`config.mk`:
```
export PLATFORM = sky130hd
export DESIGN_NAME = spi_stream_arb
export DESIGN_NICKNAME = d
export VERILOG_FILES = /design/src/rtl/spi_stream_arb.sv
export SDC_FILE = /design/constraint.sdc
export NUM_CORES = 1
export LEC_CHECK = 0
export ABC_AREA = 1
export BUFFER_PORTS_ARGS = -buffer_cell sky130_fd_sc_hd__buf_2
export CAP_MARGIN = 20
export CORE_MARGIN = 2
export CORE_UTILIZATION = 35
export CTS_CLUSTER_DIAMETER = 150
export DETAILED_ROUTE_END_ITERATION = 12
export PLACE_DENSITY = 0.62
export SYNTH_ARGS = -nofsm -noshare
export SYNTH_HDL_FRONTEND = slang
export SYNTH_SLANG_ARGS = --single-unit
```
`constraint.sdc`:
```
create_clock -name clk -period 15.11 [get_ports clk]
set_clock_uncertainty 0.05 [all_clocks]
set_input_delay 1.511 -clock clk [delete_from_list [all_inputs] [get_ports clk]]
set_output_delay 1.511 -clock clk [all_outputs]
set_load 0.03 [all_outputs]
```
`src/rtl/spi_stream_arb.sv`:
```
// spi_stream_arb: splits read descriptors from N_REQ requesters into engine bursts of at most MAX_BURST words.
// Latency: eng_start two cycles after a descriptor is accepted while idle; NEXT/IDLE/START gap between bursts.
// Backpressure: in RUN the owner's r_ready drives eng_rready directly; a context refuses new work until done.
// Build option: define SPI_STREAM_ARB_RR_EN for round-robin grant; otherwise lowest busy index wins.
module spi_stream_arb #(
   parameter int N_REQ     = 2,
   parameter int MAX_BURST = 64,
   parameter int W_ADDR    = 22,
   parameter int W_COUNT   = 16
) (
   input  logic                       clk,
   input  logic                       rst,
   input  logic [N_REQ-1:0]           req_valid,
   output logic [N_REQ-1:0]           req_ready,
   input  logic [N_REQ*W_ADDR-1:0]    req_addr,
   input  logic [N_REQ*W_COUNT-1:0]   req_count,
   output logic [31:0]                r_data,
   output logic [N_REQ-1:0]           r_valid,
   input  logic [N_REQ-1:0]           r_ready,
   output logic [N_REQ-1:0]           done,
   output logic                       eng_start,
   output logic [W_ADDR-1:0]          eng_addr,
   output logic [W_COUNT-1:0]         eng_count,
   input  logic                       eng_finished,
   input  logic [31:0]                eng_rdata,
   input  logic                       eng_rvalid,
   output logic                       eng_rready
);
   localparam int OW = $clog2(N_REQ);
   localparam int LW = W_COUNT + 1;
   localparam logic [LW-1:0] MAXB = LW'(MAX_BURST);

   typedef enum logic [1:0] {IDLE, START, RUN, NEXT} state_t;

   state_t            state;
   logic [N_REQ-1:0]  busy;
   logic [W_ADDR-1:0] ctx_addr [N_REQ];
   logic [W_COUNT-1:0] ctx_rem [N_REQ];
   logic [OW-1:0]     owner;
   logic [LW-1:0]     blen;
   logic [LW-1:0]     beats;
   logic [LW-1:0]     beats_nxt;
   logic              last;
   logic              fin_seen;
   logic              beat_hs;
   logic              gnt_any;
   logic [OW-1:0]     gnt_idx;
   logic [LW-1:0]     g_rem;
   logic [LW-1:0]     g_len;
   logic              g_last;
`ifdef SPI_STREAM_ARB_RR_EN
   logic [OW-1:0]     rr_ptr;
   logic [OW:0]       rr_sum;
`endif

   assign req_ready = ~busy;

   // Pick the next context to serve; only consumed in IDLE
`ifdef SPI_STREAM_ARB_RR_EN
   always_comb begin
      gnt_any = 1'b0;
      gnt_idx = '0;
      rr_sum  = '0;
      for (int k = 1; k <= N_REQ; k++) begin
         rr_sum = {1'b0, rr_ptr} + (OW+1)'(k);
         if (rr_sum >= (OW+1)'(N_REQ))
            rr_sum = rr_sum - (OW+1)'(N_REQ);
         if (!gnt_any && busy[rr_sum[OW-1:0]]) begin
            gnt_any = 1'b1;
            gnt_idx = rr_sum[OW-1:0];
         end
      end
   end
`else
   always_comb begin
      gnt_any = 1'b0;
      gnt_idx = '0;
      for (int k = N_REQ-1; k >= 0; k--) begin
         if (busy[k]) begin
            gnt_any = 1'b1;
            gnt_idx = OW'(k);
         end
      end
   end
`endif

   // Length of the burst the granted context would issue: min(remaining+1, MAX_BURST)
   always_comb begin
      g_rem  = {1'b0, ctx_rem[gnt_idx]};
      g_last = (g_rem < MAXB);
      g_len  = g_last ? (g_rem + LW'(1)) : MAXB;
   end

   assign beat_hs   = (state == RUN) && eng_rvalid && r_ready[owner];
   assign beats_nxt = (beat_hs && (beats != '0)) ? (beats - LW'(1)) : beats;

   // Data routing: owner sees the engine FIFO in RUN; elsewhere stray words are drained
   always_comb begin
      r_data     = eng_rdata;
      r_valid    = '0;
      eng_rready = 1'b1;
      if (state == RUN) begin
         r_valid[owner] = eng_rvalid;
         eng_rready     = r_ready[owner];
      end
   end

   // Burst scheduler FSM plus per-requester descriptor contexts
   always_ff @(posedge clk or posedge rst) begin
      if (rst) begin
         state     <= IDLE;
         busy      <= '0;
         owner     <= '0;
         blen      <= '0;
         beats     <= '0;
         last      <= 1'b0;
         fin_seen  <= 1'b0;
         eng_start <= 1'b0;
         eng_addr  <= '0;
         eng_count <= '0;
         done      <= '0;
         for (int i = 0; i < N_REQ; i++) begin
            ctx_addr[i] <= '0;
            ctx_rem[i]  <= '0;
         end
`ifdef SPI_STREAM_ARB_RR_EN
         rr_ptr    <= OW'(N_REQ-1);
`endif
      end else begin
         eng_start <= 1'b0;
         done      <= '0;
         // idle contexts may load a descriptor in any FSM state
         for (int i = 0; i < N_REQ; i++) begin
            if (req_valid[i] && !busy[i]) begin
               busy[i]     <= 1'b1;
               ctx_addr[i] <= req_addr[i*W_ADDR +: W_ADDR];
               ctx_rem[i]  <= req_count[i*W_COUNT +: W_COUNT];
            end
         end
         case (state)
            IDLE: begin
               if (gnt_any) begin
                  owner     <= gnt_idx;
                  eng_addr  <= ctx_addr[gnt_idx];
                  eng_count <= W_COUNT'(g_len - LW'(1));
                  blen      <= g_len;
                  beats     <= g_len;
                  last      <= g_last;
                  fin_seen  <= 1'b0;
                  eng_start <= 1'b1;
                  state     <= START;
`ifdef SPI_STREAM_ARB_RR_EN
                  rr_ptr    <= gnt_idx;
`endif
               end
            end
            START: state <= RUN;
            RUN: begin
               beats <= beats_nxt;
               if (eng_finished)
                  fin_seen <= 1'b1;
               // leave only when every beat is delivered and the engine has finished
               if ((beats_nxt == '0) && (fin_seen || eng_finished)) begin
                  state        <= NEXT;
                  done[owner]  <= last;
               end
            end
            NEXT: begin
               ctx_addr[owner] <= ctx_addr[owner] + W_ADDR'(blen);
               if (last)
                  busy[owner] <= 1'b0;
               else
                  ctx_rem[owner] <= ctx_rem[owner] - W_COUNT'(blen);
               state <= IDLE;
            end
            default: state <= IDLE;
         endcase
      end
   end
endmodule

```
Yosys cells after proc, flatten, opt, wreduce, memory -nomap -nowiden
Index checks and enable logic that the tools add are counted.

word-level totals
  register bits = 158
  input port bits = 116
  output and inout bits = 78
  logic and storage cells = 110

cells by class
  add/sub/neg operators = 5
  magnitude comparators = 6
  equal/unequal tests = 6
  multiplexer cells = 52
  bitwise logic cells = 7
  reduce and logical (&&, ||, !) cells = 19

operators with widths
  cell                                                                   count
  22-bit two-way mux                                                     9
  16-bit two-way mux                                                     9
  32-bit two-way mux                                                     2
  17-bit two-way mux                                                     3
  44-bit bitwise mux                                                     1
  44-bit two-way mux                                                     1
  17-bit case mux with 2 select lines                                    1
  32-bit bitwise mux                                                     1
  22-bit by 17-bit adder with 22-bit output                              1
  22-bit demux with 1-bit select                                         1
  16-bit by 1-bit adder with 17-bit output, second input constant        1
  17-bit logical NOT                                                     1
  17-bit nonzero test                                                    1
  17-bit by 1-bit subtractor with 17-bit output, second input constant   1
  16-bit demux with 1-bit select                                         1
  16-bit by 7-bit < comparator with 1-bit output, second input constant  1
  16-bit by 1-bit subtractor with 16-bit output, second input constant   1
  16-bit subtractor                                                      1
  2-bit two-way mux                                                      7
  1-bit two-way mux                                                      13
  1-bit logical AND                                                      8
  2-bit case mux with 4 select lines                                     1
  2-bit AND                                                              3
  2-bit AND reduction                                                    3
  17 further kinds                                                       23

Longest topological paths before layout
  word-level depth = 10
  gate-level depth with buffers = 20
  mapped depth without buffers = 19

Worst setup path after synthesis
OpenSTA, ideal clock, no wires.

  kind = input to output
  start point = in eng_rvalid
  end point = out r_valid[0]
  arrival = 1.972 ns
  data required time = 13.549 ns
  setup slack = 11.577 ns
  cell stages on the path = 2
  cell sequence = nand2_1 > nor2_1

on the way
  word-level cells in the longest chain between the ends = 2

ends and longest elaborated chain
  what                        RTL line  source
  start, declared             26        input logic eng_rvalid,
  2-bit AND (no source line)  -
  2-bit two-way mux           102       if (state == RUN) begin
  end, declared               18        output logic [N_REQ-1:0] r_valid,

No other way between the ends.

Final worst setup path
  start point = in eng_rvalid
  end point = out r_valid[1]

The elaborated chain is that of the path after synthesis.

==> flow_summary.toml <==
[status]
status = "finished clean"

[pwr]
ir_drop_uv = 89.8
total_power_mw = 2.33
power_density_nw_per_um2 = 198
leakagePower_nw = 5.93

[clock_network]
cts_tree = "yes"
cts-resized-gates = 0
clock-sinks = 158
path_clk_slew_ns = 0.06
htreeDepth = 4
cts_buffer_depth = 2
cts_buffers = 17
hold_buffers = 0
cts-root-buf = "clkbuf_16"
postCtsSetupRepairBufs = 0
insertion_delay_ns = 0.44

[routing]
routedWlPerCell_um = 16.1
via_per_inst = 5.06
dr.first_iter.drc_count = 599
vias = 9845
wirelength_um = 31300
drc_errors = 0
dr.pass1.iters = 5
antenna_left = 0

[finish]
nets = 1699
fill_cells = 3133
final_util = 0.399
layout_common_cells = "363 x nand2_1, 215 x o21ai_0, 167 x inv_1"
syn_to_final_growth_pct = 13.2
fin_cells = 1946
final_common_cell = "nand2_1"
drive_gt1_frac = 0.138
final_cell_area_um2 = 11800

[sta]
rsz0062_at_grt = "false"
hold_viol = 0
worst_slew_pin_slew_ns = 0.914
setup_viol = 0
slew_violations = 0
whs_ns = 0.422
period_minus_slack_ns = 3.76
fin_crit_sh = 0.249
tns_ns = 0
worst_slack_ns = 11.35
fmax_ghz = 0.266
maxSlewHeadroom = 0.391

[place]
place_congestion = 0.963
hpwl_um = 22800
dp_slack_ns = 11.34
port_buffers = 129
dp.cells = 1913
place_area_um2 = 11200

[critical_path]
ff2ff_setup_slack_ns = 11.65
r2r_end = "ctx_addr[37]"
r2r_start = "owner"
crit_fanout = 2
critPathKind = "input port to primary output"
crit_path_end_kind = "primary output"
critPathLaunchType = "input port"
r2r_cells = 14
critPathRequiredTime_ns = 13.55
critPathArrivalTime_ns = 2.20
crit_start = "eng_rvalid"

[global_route]
gr-usage-all-layers = 0.204
grt_start_max_net_pins = 88
overflow = 0
grt_pass1_vias = 9414
antenna_found_initial = 1
grt_pass1_wl_um = 49900

[min_path]
worstHoldStart = "eng_count[13]"
hold_depth = 2
hold_end = "eng_count[13]"
min_path_type = "flop to flop"

[synthesis]
syn-num-nets = 1628
syn_inst = 1471
avgSynthCellArea_um2 = 7.07
ys_seq_area_frac = 0.380
yosysWarnings = 0
ys_seq_elements = 158
synth.distinct_cells = 45
syn_area_um2 = 10400

[floorplanning]
rows = 63
start_util = 0.353
io_pins = 194
dieArea_um2 = 31100
core_area_um2 = 29500
die_height_um = 176
die_w_um = 176

[flow_run]
maxCapViolations = 0
==> synthesized netlist by cell type, drive strengths merged <==
cell type | n | share of area
a31o | 2 | 0.0017
fa | 2 | 0.0039
buf | 42 | 0.029
a21oi | 70 | 0.034
nand2 | 367 | 0.13
o211ai | 13 | 0.0094
and2 | 1 | 0.00060
nand4 | 7 | 0.0042
a22oi | 2 | 0.0014
ha | 39 | 0.047
nand3b | 2 | 0.0014
inv | 177 | 0.064
dfrtp | 158 | 0.38
clkinv | 1 | 0.00036
nor2 | 153 | 0.058
nand3 | 74 | 0.037
o21ai | 224 | 0.11
xor2 | 25 | 0.021
clkbuf | 48 | 0.017
or2 | 3 | 0.0018
xnor2 | 11 | 0.0093
o21bai | 4 | 0.0029
nor3 | 7 | 0.0043
o22ai | 22 | 0.013
o221ai | 3 | 0.0025
mux2i | 2 | 0.0019
a21o | 4 | 0.0029
a31oi | 4 | 0.0039
a211oi | 1 | 0.00072
nor4 | 2 | 0.0012
a21boi | 1 | 0.00072
==> kinds of logic after synthesis <==
logic type               share of synthesized area
AO/OA/AOI/OAI                                0.182
buffers and inverters                        0.111
multiplexers                               0.00193
XOR/XNOR                                    0.0303
AND/OR/NAND/NOR                              0.243
flip-flops                                   0.380
adder cells (fa/ha/maj)                     0.0508
==> cell type report <==
class / instances / area (µm²) / share of cell area
clock buffers: 18 / 439 / 0.0373
flip-flops and latches: 158 / 3960 / 0.336
clock inverters: 14 / 171 / 0.0146
inverters: 178 / 673 / 0.0572
repair buffers: 142 / 743 / 0.0631
diodes: 1 / 2.50 / 0.000213
well taps: 390 / 488 / 0.0414
multi-input cells: 1045 / 5300 / 0.450
==> state kept, by name, indices dropped and copies added (netlist names) <==
| signal | count |
|---|---|
| last | 1 |
| eng_addr | 22 |
| busy | 2 |
| eng_start | 1 |
| eng_count | 16 |
| beats | 17 |
| done | 2 |
| ctx_rem | 32 |
| fin_seen | 1 |
| blen | 17 |
| ctx_addr | 44 |
| owner | 1 |
| state | 2 |
==> report_power, final <==
part	leakage, nW	total [mW]	switching (mW)	internal, mW
logic	3.72	1.20	0.805	0.398
clock network	0.298	0.457	0.202	0.255
registers	1.92	0.670	0.0959	0.575
total	5.93	2.33	1.10	1.23
==> worst max-delay path by stage <==
| stage | to | depth (start not counted) |
|---|---|---|
| floorplan | beats[0] | 1 |
| global placement | r_valid[1] | 4 |
| detailed placement | r_valid[1] | 4 |
| CTS | r_valid[1] | 4 |
| global route | r_valid[1] | 5 |
| finish | r_valid[1] | 4 |
==> worst max-delay path, cell delays in order <==
cell,delay (ns)
buf_2,0.09
nand2_1,0.12
nor2_1,0.24
buf_2,0.24
==> per-layer routing <==
layer / up-vias / GRT usage / wire (µm)
met5: - / 0 / 0
met4: 0 / 0.0554 / 527
met3: 31 / 0.0355 / 1660
met2: 294 / 0.324 / 14300
met1: 4625 / 0.285 / 14800
li1: 4895 / - / -
Power figures use the tool's default switching activity.
